### src/rtl/word_stacker.sv
// word_stacker
// Collects four sequential 32-bit words from a valid/ready input stream and
// presents them as one 128-bit block on a valid/ready output stream. A
// single-entry output register lets collection of the next block overlap the
// downstream handshake, so one word per cycle is sustained.
//
// Ports:
//   clk_i, rst_ni       clock (rising edge), async active-low reset
//   clr_i               sync clear: drops partial and pending blocks
//   enable_i            low = hold all state, mask both handshakes
//   valid_i/ready_o     input word handshake, word_i [31:0]
//   valid_o/ready_i     output block handshake, word_o [127:0]
//   cnt_o               words held in the current partial block (0..3)
module word_stacker #(
  parameter bit MSW_FIRST = 1'b1
) (
  input  logic         clk_i,
  input  logic         rst_ni,
  input  logic         clr_i,
  input  logic         enable_i,
  input  logic         valid_i,
  output logic         ready_o,
  input  logic [31:0]  word_i,
  output logic         valid_o,
  input  logic         ready_i,
  output logic [127:0] word_o,
  output logic [1:0]   cnt_o
);

  logic [95:0]  coll_q, coll_d;
  logic [1:0]   cnt_q,  cnt_d;
  logic [127:0] out_q,  out_d;
  logic         full_q, full_d;
  logic         acc, take, last;

  // The fourth word can only be taken if the output slot is free or is being
  // drained this cycle; this is the only combinational ready_i -> ready_o path.
  assign ready_o = enable_i & ((cnt_q != 2'd3) | ~full_q | ready_i);
  assign valid_o = enable_i & full_q;
  assign word_o  = full_q ? out_q : '0;
  assign cnt_o   = cnt_q;

  assign acc  = valid_i & ready_o;
  assign take = valid_o & ready_i;
  assign last = acc & (cnt_q == 2'd3);

  always_comb begin
    coll_d = coll_q;
    cnt_d  = cnt_q;
    out_d  = out_q;
    full_d = full_q;
    if (last) begin
      // Completing a block overrides a same-cycle take: new block replaces
      // the old one with no bubble.
      out_d  = MSW_FIRST ? {coll_q[31:0], coll_q[63:32], coll_q[95:64], word_i}
                         : {word_i, coll_q[95:64], coll_q[63:32], coll_q[31:0]};
      full_d = 1'b1;
      cnt_d  = 2'd0;
    end else begin
      if (acc) begin
        case (cnt_q)
          2'd0:    coll_d[31:0]  = word_i;
          2'd1:    coll_d[63:32] = word_i;
          default: coll_d[95:64] = word_i;
        endcase
        cnt_d = cnt_q + 2'd1;
      end
      if (take) full_d = 1'b0;
    end
  end

  always_ff @(posedge clk_i or negedge rst_ni) begin
    if (!rst_ni) begin
      coll_q <= '0;
      cnt_q  <= '0;
      out_q  <= '0;
      full_q <= 1'b0;
    end else if (clr_i) begin
      coll_q <= '0;
      cnt_q  <= '0;
      out_q  <= '0;
      full_q <= 1'b0;
    end else if (enable_i) begin
      coll_q <= coll_d;
      cnt_q  <= cnt_d;
      out_q  <= out_d;
      full_q <= full_d;
    end
  end

endmodule

### config.mk
export PLATFORM = sky130hd
export DESIGN_NAME = word_stacker
export DESIGN_NICKNAME = d
export VERILOG_FILES = /design/src/rtl/word_stacker.sv
export SDC_FILE = /design/constraint.sdc
export NUM_CORES = 1
export LEC_CHECK = 0
export ABC_AREA = 0
export ABC_CLOCK_PERIOD_IN_PS = 2050
export BUFFER_PORTS_ARGS = -buffer_cell sky130_fd_sc_hd__buf_2
export CAP_MARGIN = 40
export CORE_MARGIN = 2
export CORE_UTILIZATION = 55
export CTS_CLUSTER_SIZE = 30
export DETAILED_ROUTE_END_ITERATION = 7
export PLACE_DENSITY = 0.91
export SLEW_MARGIN = 20
export SYNTH_ARGS = -nofsm -noshare
export SYNTH_HDL_FRONTEND = slang
export SYNTH_SLANG_ARGS = --single-unit
### constraint.sdc
create_clock -name clk_i -period 2.05 [get_ports clk_i]
set_input_delay 0.1025 -clock clk_i [delete_from_list [all_inputs] [get_ports clk_i]]
set_output_delay 0.1025 -clock clk_i [all_outputs]
set_load 0.05 [all_outputs]
Word-level counts from Yosys, hierarchy flattened
Index checks and enable logic that the tools add are counted.
- bits in latches: 0
- input port bits: 38
- memory bits (read-only): 0
- logic and storage cells: 54
- output and inout port bits: 132
- bits in registers: 227
- memories kept: 0
- memory bits (writable): 0
- bitwise gates (word level): 8
- add/subtract/negate cells: 1
- multiplexer cells: 19
- shifts and indexed selects: 0
- reductions and logical operators: 15
- multiply operators: 0
- equality and inequality tests: 5
- magnitude comparators: 0
- divide/modulo/power cells: 0
- operator list (kind ; count):
    $mux W128 ; 4
    $mux W96 ; 4
    $mux W32 ; 3
    $reduce_and A4 Y1 ; 3
    $reduce_bool A2 Y1 ; 5
    $mux W2 ; 4
    $reduce_and A2 Y1 ; 3
    $reduce_bool A3 Y1 ; 2
    $and A1 B1 Y1 ; 5
    $mux W1 ; 4
    $ne A2 B2 Y1 const B ; 2
    $add A2 B1 Y2 const B ; 1
    $eq A2 B1 Y1 const B ; 1
    $eq A2 B2 Y1 const B ; 1
    $logic_not A2 Y1 ; 1
    $ne A2 B1 Y1 const B ; 1
    $or A1 B1 Y1 ; 2
    $reduce_or A2 Y1 ; 1
    $not A1 Y1 ; 1

Longest topological paths before layout
Gate-level depths: netlist of the first run.
- depth in word-level cells: 9
- gate-level depth with buffers: 7
- depth with buffers taken out: 5

Worst setup path after synthesis of the first run
Ideal clock, no wire load.
- path kind: register to output
- start: register cnt_q[0], in the netlist cnt_o[0]
- end: output port ready_o
- arrival time: 2080 ps
- path buffers: 0
- slack: -132 ps
- required time: 1947 ps
- stages on the path, launching flop included: 3
- cell sequence: dfrtp_1 ha_1 a21boi_0
- cells in the longest elaborated chain, start to end: 4
- ends and longest elaborated chain (element ; RTL line ; source):
    start: declaration ; 31 ; logic [1:0] cnt_q, cnt_d;
    start signal: assignment ; 85 ; cnt_q <= cnt_d;
    $ne A2 B2 Y1 ; 38 ; assign ready_o = enable_i & ((cnt_q != 2'd3) | ~full_q | ready_i);
    $or A1 B1 Y1 (2 in a row) ; 38 ;
    $and A1 B1 Y1 ; 38 ;
    end: declaration ; 22 ; output logic ready_o,
Every way passes these cells.

Worst setup path after layout of the first run
- start: register cnt_q[0], in the netlist cnt_o[0]
- end: register coll_q[82]
- cells in the longest elaborated chain, start to end: 8
- elaborated cells on any way between the ends: 14
- those cells by class: eq/ne: 5; bitwise: 5; reduce/logical: 4
- ends and longest elaborated chain (element ; RTL line ; source):
    $ne A2 B2 Y1 ; 38 ;
    $or A1 B1 Y1 (2 in a row) ; 38 ;
    $and A1 B1 Y1 ; 38 ;
    $and A1 B1 Y1 ; 43 ; assign acc = valid_i & ready_o;
    $and A1 B1 Y1 ; 45 ; assign last = acc & (cnt_q == 2'd3);
    $ne A2 B2 Y1 (no line) ; - ;
    $reduce_and A4 Y1 (no line) (*) ; - ;
    end signal: assignment ; 84 ; coll_q <= coll_d;
    end: declaration ; 30 ; logic [95:0] coll_q, coll_d;
Mark *: on every way between the ends. The rest lies on a longest branch, timed or not.
A chain may end at the register's enable or synchronous reset.

==> qor.yml, run 1 <==
run_status:
  status: "completed"
synthesis:
  async_flop_share: 1.00
  synth_area_leader_cell: "dfrtp_1"
  yosysMostFrequentCell: "dfrtp_1"
  synthTopCellsByArea: "dfrtp_1, a22o_1, and2_1"
  synthCells: 873
  ys_seq_elements: 227
  synth-edff-count: 0
  yosysWarningCount: 0
  synthDistinctLibCells: 25
  syn_nets: 914
  synth_top_area_frac: 0.597
  netlist_area_um2: 9520
  yosys-top-cells-count: "dfrtp_1, nand2_1, and2_1"
  yosysSeqAreaShare: 0.597
  avgSynthCellArea_um2: 10.9
  synth_ff_type: "dfrtp_1"
placed_design:
  io_buffers: 169
  place.gp.congestion: 0.829
  dpl.hpwl_um: 15500
  post-place-ws_ns: 0.176
  placed_area_um2: 10600
  dp.cells: 1213
grt:
  overflow: 0
  grt_pass1_wl_um: 42000
  grt_use_total: 0.293
  grt_pass1_vias: 7565
  grt_max_degree: 131
  antenna_found_initial: 1
timing:
  tns_ns: 0
  relSlewSlack: 0.547
  setup-violations-final: 0
  drv_slew: 0
  min_period_over_period: 0.961
  hold_violations: 0
  worstMarginPinSlew_ns: 0.680
  setup_ws_ns: 0.0797
  skew_ns: 0.0119
  post-route-min-period_ns: 1.97
  timing.fmax_mhz: 508
  rsz0062_at_grt: "false"
detailed_routing:
  antenna_left: 0
  num_vias: 7808
  wl_um: 26900
  dr.pass1.iters: 5
  vias_per_cell: 6.08
  wl_per_cell_um: 20.9
  drt_iter0_markers: 812
  drcViolationCount: 0
floorplanning:
  start_util: 0.556
  die-width_um: 136
  die-area_um2: 18400
  row_count: 48
  coreArea_um2: 17100
  io_pins: 170
  die_h_um: 136
clock_network:
  clockRootBuffer: "clkbuf_16"
  cts_tree: "built"
  clk-insertion-delay-late_ns: 0.52
  cts.path.max_buffers: 3
  cts_setup_buffers: 0
  clk_pin_slew_worst_paths_ns: 0.06
  cts_buffers: 22
  ctsHtreeMaxLevel: 1
  clkSinkCount: 227
power:
  pwr-share-comb: 0.059
  p_sw_uw: 2170
  seqPwrFrac: 0.465
  netSwitchingFraction: 0.220
  total_power_uw: 9860
  p_int_uw: 7700
  vdd_drop_max_v: 0.000719
  p_per_area_nw_per_um2: 836
  pwr-share-clk: 0.476
  cellLeakagePower_uw: 0.00614
finish:
  synthToLayoutAreaGrowth_pct: 24.0
  fin_area_um2: 11800
  diodes: 0
  final_cell_count_no_fill: 1285
  num-nets-final: 1087
  drive_gt1_frac: 0.220
worst_setup_path:
  cp.required_ns: 2.46
  crit_type: "reg2reg"
  reg2regPathDepth: 5
  critPathArrivalTime_ns: 2.38
  cp-end-kind: "register"
  critPathLaunchType: "register"
  crit_fanout: 30
min_path:
  worstHoldPathType: "in2reg"
  hold-path-cell-count: 3
job:
  drv_cap: 0
## state kept, by name (all words and copies together), names as in the netlist
name    count
out_q     128
full_q      1
coll_q     96
cnt_o       2
## worst max-delay path, cell delays in order (launching register included)
cell	delay [ns]
dfrtp_1	0.41
inv_1	0.10
ha_1	0.25
or4_2	0.66
buf_12	0.22
mux2i_1	0.23
## worst paths after layout
path	end	slack (ns)	startpoint
setup / recovery	coll_q[82]$_DFFE_PN0P_	0.08	cnt_o[0]$_DFFE_PN0P_
hold reg to reg	out_q[126]$_DFFE_PN0P_	0.49	out_q[126]$_DFFE_PN0P_
hold / removal	full_q$_DFFE_PN0P_	0.02	enable_i
max in group asynchronous	coll_q[23]$_DFFE_PN0P_	1.17	rst_ni
min in group asynchronous	out_q[25]$_DFFE_PN0P_	0.16	rst_ni
setup reg to reg	coll_q[82]$_DFFE_PN0P_	0.08	cnt_o[0]$_DFFE_PN0P_
## power by group through the flow
stage               combinational [uW]  clock [uW]  sequential (uW)
finish                             587        4690             4580
global route                       637        4880             4590
CTS                                572        4690             4580
detailed placement                 517           0             4660
global placement                   505           0             4660
floorplan                          235           0             4660
## through the flow
stage | util | hold WS [ns]
4_1_cts | 0.689 | 0.0143
6_report | 0.690 | 0.0159
3_3_place_gp | 0.620 | 0.127
5_1_grt | 0.690 | 0.0375
3_5_place_dp | 0.620 | 0.126
2_1_floorplan | - | -0.193
## layer usage
| metal | GRT usage | wire length [um] | up-vias |
|---|---|---|---|
| met5 | 0 | 11 | - |
| met2 | 0.426 | 12000 | 518 |
| li1 | - | - | 3327 |
| met1 | 0.417 | 10800 | 3825 |
| met4 | 0.143 | 1420 | 2 |
| met3 | 0.0711 | 2660 | 136 |
## cell usage in the layout, fill, tap and decap left out, drive strengths merged, types with 2 or more instances in the layout
| master | instances |
|---|---|
| ha | 3 |
| inv | 4 |
| a21oi | 65 |
| dfrtp | 227 |
| buf | 189 |
| nor4 | 2 |
| and4b | 2 |
| clkbuf | 31 |
| bufinv | 6 |
| nand4b | 2 |
| nand2 | 196 |
| and2 | 129 |
| a22o | 128 |
| nor2 | 2 |
| dlygate4sd3 | 34 |
| mux2i | 33 |
## timing repair
action,CTS,global route
endpoints found under the setup margin,0,1
hold buffers,34,0
endpoints found under the hold margin,199,0
resized for setup,0,1
## cell families (layout without fill, tap and decap cells)
kind of cell	after synthesis	after routing	synth area share
flops	227	227	0.597
buf+inv	78	265	0.0381
mux	34	34	0.0359
fa+ha+maj	3	3	0.00394
simple gates	335	335	0.171
compound gates	196	196	0.155
## final cells by class
class | count | area, um2
Timing Repair Buffer | 223 | 1500
Multi-Input combinational cell | 568 | 3490
Tap cell | 225 | 282
Clock inverter | 7 | 185
Sequential cell | 227 | 5680
Fill cell | 1143 | 5310
Inverter | 4 | 15.0
Clock buffer | 31 | 656
Power figures use the tool's default switching activity.
==> run 2, diff against run 1 <==
ABC_CLOCK_PERIOD_IN_PS = 2290   (was 2050)
TNS_END_PERCENT = 20   (was default)
clock period = 2.29 ns   (was 2.05 ns; I/O delays follow)
==> run 2 against run 1 <==
  * Critical endpoint is now ready_o
  * Sequential power down 10%
  * Global-route usage shrank 0.90 points
  * Design area decreased by 1.6%
  * Largest cell class unchanged
  * Combinational power down 13%
  * First-iteration DRC count rose by 6.3%
  * Largest power group is now registers
==> qor.yml, run 2 (synthesis results as in run 1) <==
worst_setup_path:
  crit_type: "reg2out"
  critPathCapture: "ready_o"
  critPathArrivalTime_ns: 2.13
  cp-end-kind: "output port"
  rr_endpoint: "coll_q[70]$_DFFE_PN0P_"
  crit_fanout: 9
  critPathLaunchType: "register"
  worstSetupStartpoint: "cnt_o[0]$_DFFE_PN0P_"
  r2r_setup_slack_ns: 0.15
  worstReg2RegStart: "cnt_o[0]$_DFFE_PN0P_"
  cp.required_ns: 2.18
  reg2regPathDepth: 4
job:
  drv_cap: 0
power:
  vdd_drop_max_v: 0.000579
  netSwitchingFraction: 0.230
  p_int_uw: 6260
  p_per_area_nw_per_um2: 700
  p_sw_uw: 1870
  seqPwrFrac: 0.504
  cellLeakagePower_uw: 0.00606
  pwr-share-clk: 0.433
  pwr-share-comb: 0.063
  total_power_uw: 8130
placed_design:
  placed_area_um2: 10500
  io_buffers: 169
  place.gp.congestion: 0.850
  dp.cells: 1215
  dpl.hpwl_um: 15400
  post-place-ws_ns: 0.270
timing:
  relSlewSlack: 0.550
  timing.fmax_mhz: 445
  setup-violations-final: 0
  drv_slew: 0
  rsz0062_at_grt: "false"
  skew_ns: 0.0162
  setup_ws_ns: 0.0430
  worstMarginPinSlew_ns: 0.676
  min_period_over_period: 0.981
  tns_ns: 0
  hold_violations: 0
  post-route-min-period_ns: 2.25
clock_network:
  clockRootBuffer: "clkbuf_16"
  clkSinkCount: 227
  cts_tree: "built"
  clk_pin_slew_worst_paths_ns: 0.06
  ctsHtreeMaxLevel: 1
  cts_buffers: 22
  cts.path.max_buffers: 3
  clk-insertion-delay-late_ns: 0.50
run_status:
  status: "completed"
floorplanning:
  io_pins: 170
  coreArea_um2: 17100
  row_count: 48
  start_util: 0.556
  die_h_um: 136
  die-width_um: 136
  die-area_um2: 18400
finish:
  synthToLayoutAreaGrowth_pct: 22.0
  final_cell_mix: "dfrtp_1, nand2_1, buf_2"
  largest_register_ffs: 128
  final_cell_count_no_fill: 1293
  fin_area_um2: 11600
  mostFrequentLayoutCell: "dfrtp_1"
  largest-register: "out_q"
  num-nets-final: 1090
  drive_gt1_frac: 0.217
grt:
  grt_use_total: 0.284
  grt_pass1_wl_um: 40800
  antenna_found_initial: 3
  overflow: 0
  grt_pass1_vias: 7394
  grt_max_degree: 87
detailed_routing:
  antenna_left: 0
  dr.pass1.iters: 6
  drcViolationCount: 0
  drt_iter0_markers: 863
  vias_per_cell: 5.93
  num_vias: 7671
  wl_um: 26200
  wl_per_cell_um: 20.2
min_path:
  worstHoldPathType: "in2reg"
[run 2: area by class of cell]
type / instances / area (um2)
Timing Repair Buffer: 226 / 1440
Clock inverter: 3 / 15.0
Clock buffer: 37 / 688
Inverter: 4 / 15.0
Sequential cell: 227 / 5680
Fill cell: 1213 / 5500
Antenna cell: 3 / 7.51
Tap cell: 225 / 282
Multi-Input combinational cell: 568 / 3490
[run 2: what timing repair did]
| item | CTS | global route |
|---|---|---|
| resized for setup | 0 | 1 |
| setup endpoints to repair | 0 | 5 |
| setup buffers | 0 | 0 |
| hold buffers | 35 | 0 |
| hold endpoints to repair | 209 | 0 |
[run 2: power groups by stage]
stage / Clock [uW] / Sequential (uW) / Combinational [uW]
floorplan: 0 / 4170 / 210
global placement: 0 / 4170 / 438
detailed placement: 0 / 4170 / 448
CTS: 3530 / 4100 / 501
global route: 3690 / 4110 / 556
finish: 3520 / 4100 / 510
[run 2: stage by stage]
stage,util,hold WS (ns)
global placement,0.615,0.166
detailed placement,0.616,0.167
global route,0.678,0.0155
finish,0.678,0.0221
CTS,0.678,0.00854
floorplan,-,-0.181
[run 2: per-layer routing]
| metal | vias up | GRT usage | wire length, um |
|---|---|---|---|
| met3 | 107 | 0.0498 | 2240 |
| li1 | 3317 | - | - |
| met1 | 3761 | 0.414 | 10800 |
| met2 | 486 | 0.418 | 11900 |
| met4 | 0 | 0.138 | 1250 |
| met5 | - | 0 | 0 |
[run 2: worst min-delay path by stage]
stage / startpoint / to / slack (ns) / cells after the start
final: enable_i / full_q$_DFFE_PN0P_ / 0.02 / 3
after global routing: enable_i / full_q$_DFFE_PN0P_ / 0.02 / 3
after CTS: enable_i / full_q$_DFFE_PN0P_ / 0.009 / 3
after detailed placement: rst_ni / out_q[125]$_DFFE_PN0P_ / 0.17 / 1
after global placement: rst_ni / out_q[125]$_DFFE_PN0P_ / 0.17 / 1
after floorplan: rst_ni / cnt_o[0]$_DFFE_PN0P_ / -0.18 / 0
[run 2: worst max-delay path, cell delays in order, from the launching register on]
cell,delay [ns]
dfrtp_1,0.43
ha_1,0.31
a21boi_0,0.53
buf_2,0.38
==> run 3, diff against run 2 <==
CORE_ASPECT_RATIO = 0.5   (was default)
CORE_MARGIN = default   (was 2)
SETUP_SLACK_MARGIN = 0.15   (was default)
==> run 3 against run 2 <==
  * Clock power increased by 4%
  * Setup slack better by 0.12 ns
  * Non-clock buffer count shrank 7
  * Wire length fell by 6.6%
  * Critical path depth is 2 higher
  * Critical endpoint is now out_q[102]$_DFFE_PN0P_
  * Hold slack gained 0.047 ns
==> qor.yml, run 3 (synthesis results as in run 1) <==
run_status:
  status: "completed"
timing:
  setup-violations-final: 0
  worstMarginPinSlew_ns: 0.683
  skew_ns: 0.00737
  drv_slew: 0
  min_period_over_period: 0.930
  tns_ns: 0
  post-route-min-period_ns: 2.13
  holdWs_ns: 0.0691
  rsz0062_at_grt: "true"
  relSlewSlack: 0.545
  hold_violations: 0
  timing.fmax_mhz: 470
power:
  p_per_area_nw_per_um2: 713
  p_int_uw: 6390
  pwr-share-comb: 0.060
  seqPwrFrac: 0.497
  netSwitchingFraction: 0.226
  pwr-share-clk: 0.444
  vdd_drop_max_v: 0.000467
  p_sw_uw: 1860
  cellLeakagePower_uw: 0.00605
detailed_routing:
  dr.pass1.iters: 5
  wl_per_cell_um: 19.1
  vias_per_cell: 5.77
  wl_um: 24400
  drcViolationCount: 0
  antenna_left: 0
  num_vias: 7397
  drt_iter0_markers: 623
finish:
  diodes: 0
  num-nets-final: 1081
  largest_register_ffs: 128
  final_cell_count_no_fill: 1281
  final_cell_mix: "dfrtp_1, nand2_1, buf_2"
  drive_gt1_frac: 0.217
  synthToLayoutAreaGrowth_pct: 21.7
  fillers: 1115
  mostFrequentLayoutCell: "dfrtp_1"
  largest-register: "out_q"
floorplanning:
  die_h_um: 95.0
  row_count: 33
  die-width_um: 188
  die-area_um2: 17900
  start_util: 0.572
  coreArea_um2: 16600
  io_pins: 170
min_path:
  worstHoldPathType: "in2reg"
clock_network:
  cts_tree: "built"
  clockRootBuffer: "clkbuf_16"
  clk-insertion-delay-late_ns: 0.50
  clk_pin_slew_worst_paths_ns: 0.07
  clkSinkCount: 227
  ctsHtreeMaxLevel: 1
  cts.path.max_buffers: 3
  cts_buffers: 20
worst_setup_path:
  reg2regPathDepth: 5
  worstSetupStartpoint: "cnt_o[0]$_DFFE_PN0P_"
  cpPeakStageDelay_ns: 0.50
  crit_fanout: 85
  cp-end-kind: "register"
  r2r_setup_slack_ns: 0.16
  crit_family: "buffers and inverters"
  worstReg2RegStart: "cnt_o[0]$_DFFE_PN0P_"
  crit_type: "reg2reg"
  critPathArrivalTime_ns: 2.56
  worst-path-stages: 5
  rr_endpoint: "out_q[102]$_DFFE_PN0P_"
  cp.required_ns: 2.72
  path_cells: "ha_1, inv_1, nor4_4, buf_12, a22o_1"
  critPathCapture: "out_q[102]$_DFFE_PN0P_"
  crit_buf_inv: 2
  critPathLaunchType: "register"
  cp_slowest_cell: "nor4_4"
placed_design:
  place.gp.congestion: 0.891
  dp.cells: 1211
  io_buffers: 169
  dpl.hpwl_um: 14300
grt:
  grt.busiest_layer: "met2"
  grt_max_degree: 131
  grt_use_total: 0.275
  grt_pass1_vias: 7247
  antenna_found_initial: 0
  overflow: 0
  use_met1: 0.366
  grt_pass1_wl_um: 38600
  use_met3: 0.0519
  grtUsageMet2: 0.456
job:
  drv_cap: 0
run 3: cell count changes in the layout (fill, tap and decap cells not counted), moves of 2 or more:
cell / change
buf_4: -7
bufinv_16: +3
clkbuf_1: -8
clkbuf_16: -2
clkinv_2: +3
diode_2: -3
run 3: layer usage:
metal,wire length (um),vias up
li1,-,3308
met1,10300,3688
met2,11800,335
met3,1650,66
met4,682,0
met5,0,-
run 3: power groups by stage:
stage | Combinational [uW] | Sequential, uW | Clock (uW)
floorplan | 210 | 4170 | 0
finish | 494 | 4100 | 3660
global route | 540 | 4100 | 3840
global placement | 428 | 4170 | 0
CTS | 492 | 4100 | 3670
detailed placement | 441 | 4170 | 0
run 3: per-stage QoR:
stage	total power (uW)	setup WS, ns	utilization	cell area [um2]
global placement	4600	0.304	0.631	10500
finish	8250	0.161	0.696	11600
detailed placement	4610	0.225	0.631	10500
floorplan	4380	0.254	-	9520
CTS	8260	0.200	0.695	11600
global route	8480	0.0757	0.696	11600
run 3: how the worst min path moves through the flow:
stage | start | endpoint | slack, ns | cells past startpoint
2_1_floorplan | rst_ni | cnt_o[0]$_DFFE_PN0P_ | -0.18 | 0
3_3_place_gp | rst_ni | out_q[119]$_DFFE_PN0P_ | 0.10 | 1
5_1_grt | enable_i | full_q$_DFFE_PN0P_ | 0.09 | 3
6_report | enable_i | full_q$_DFFE_PN0P_ | 0.07 | 3
3_5_place_dp | rst_ni | out_q[121]$_DFFE_PN0P_ | 0.11 | 1
4_1_cts | enable_i | full_q$_DFFE_PN0P_ | 0.02 | 3
run 3: worst register-to-register path: cells and delay by family (launching register included):
kind | cells | cell delay (ns)
simple gates | 1 | 0.50
buf+inv | 2 | 0.51
flops | 1 | 0.42
compound gates | 1 | 0.34
fa+ha+maj | 1 | 0.31
run 3: final cells by class:
type / count / area, um2 / share of cell area
clock buffer: 26 / 594 / 0.0513
multi-input combinational: 568 / 3490 / 0.301
timing repair buffer: 219 / 1390 / 0.120
sequential: 227 / 5680 / 0.491
inverter: 4 / 15.0 / 0.00130
clock inverter: 10 / 128 / 0.0110
tap: 227 / 284 / 0.0245
run 3: repair_timing:
action | CTS | global route
resized for setup | 1 | 3
buffers inserted | 0 | 0
setup endpoints to repair | 129 | 156
cloned | 0 | 0
hold buffers | 34 | 0
endpoints found under the hold margin | 193 | 0
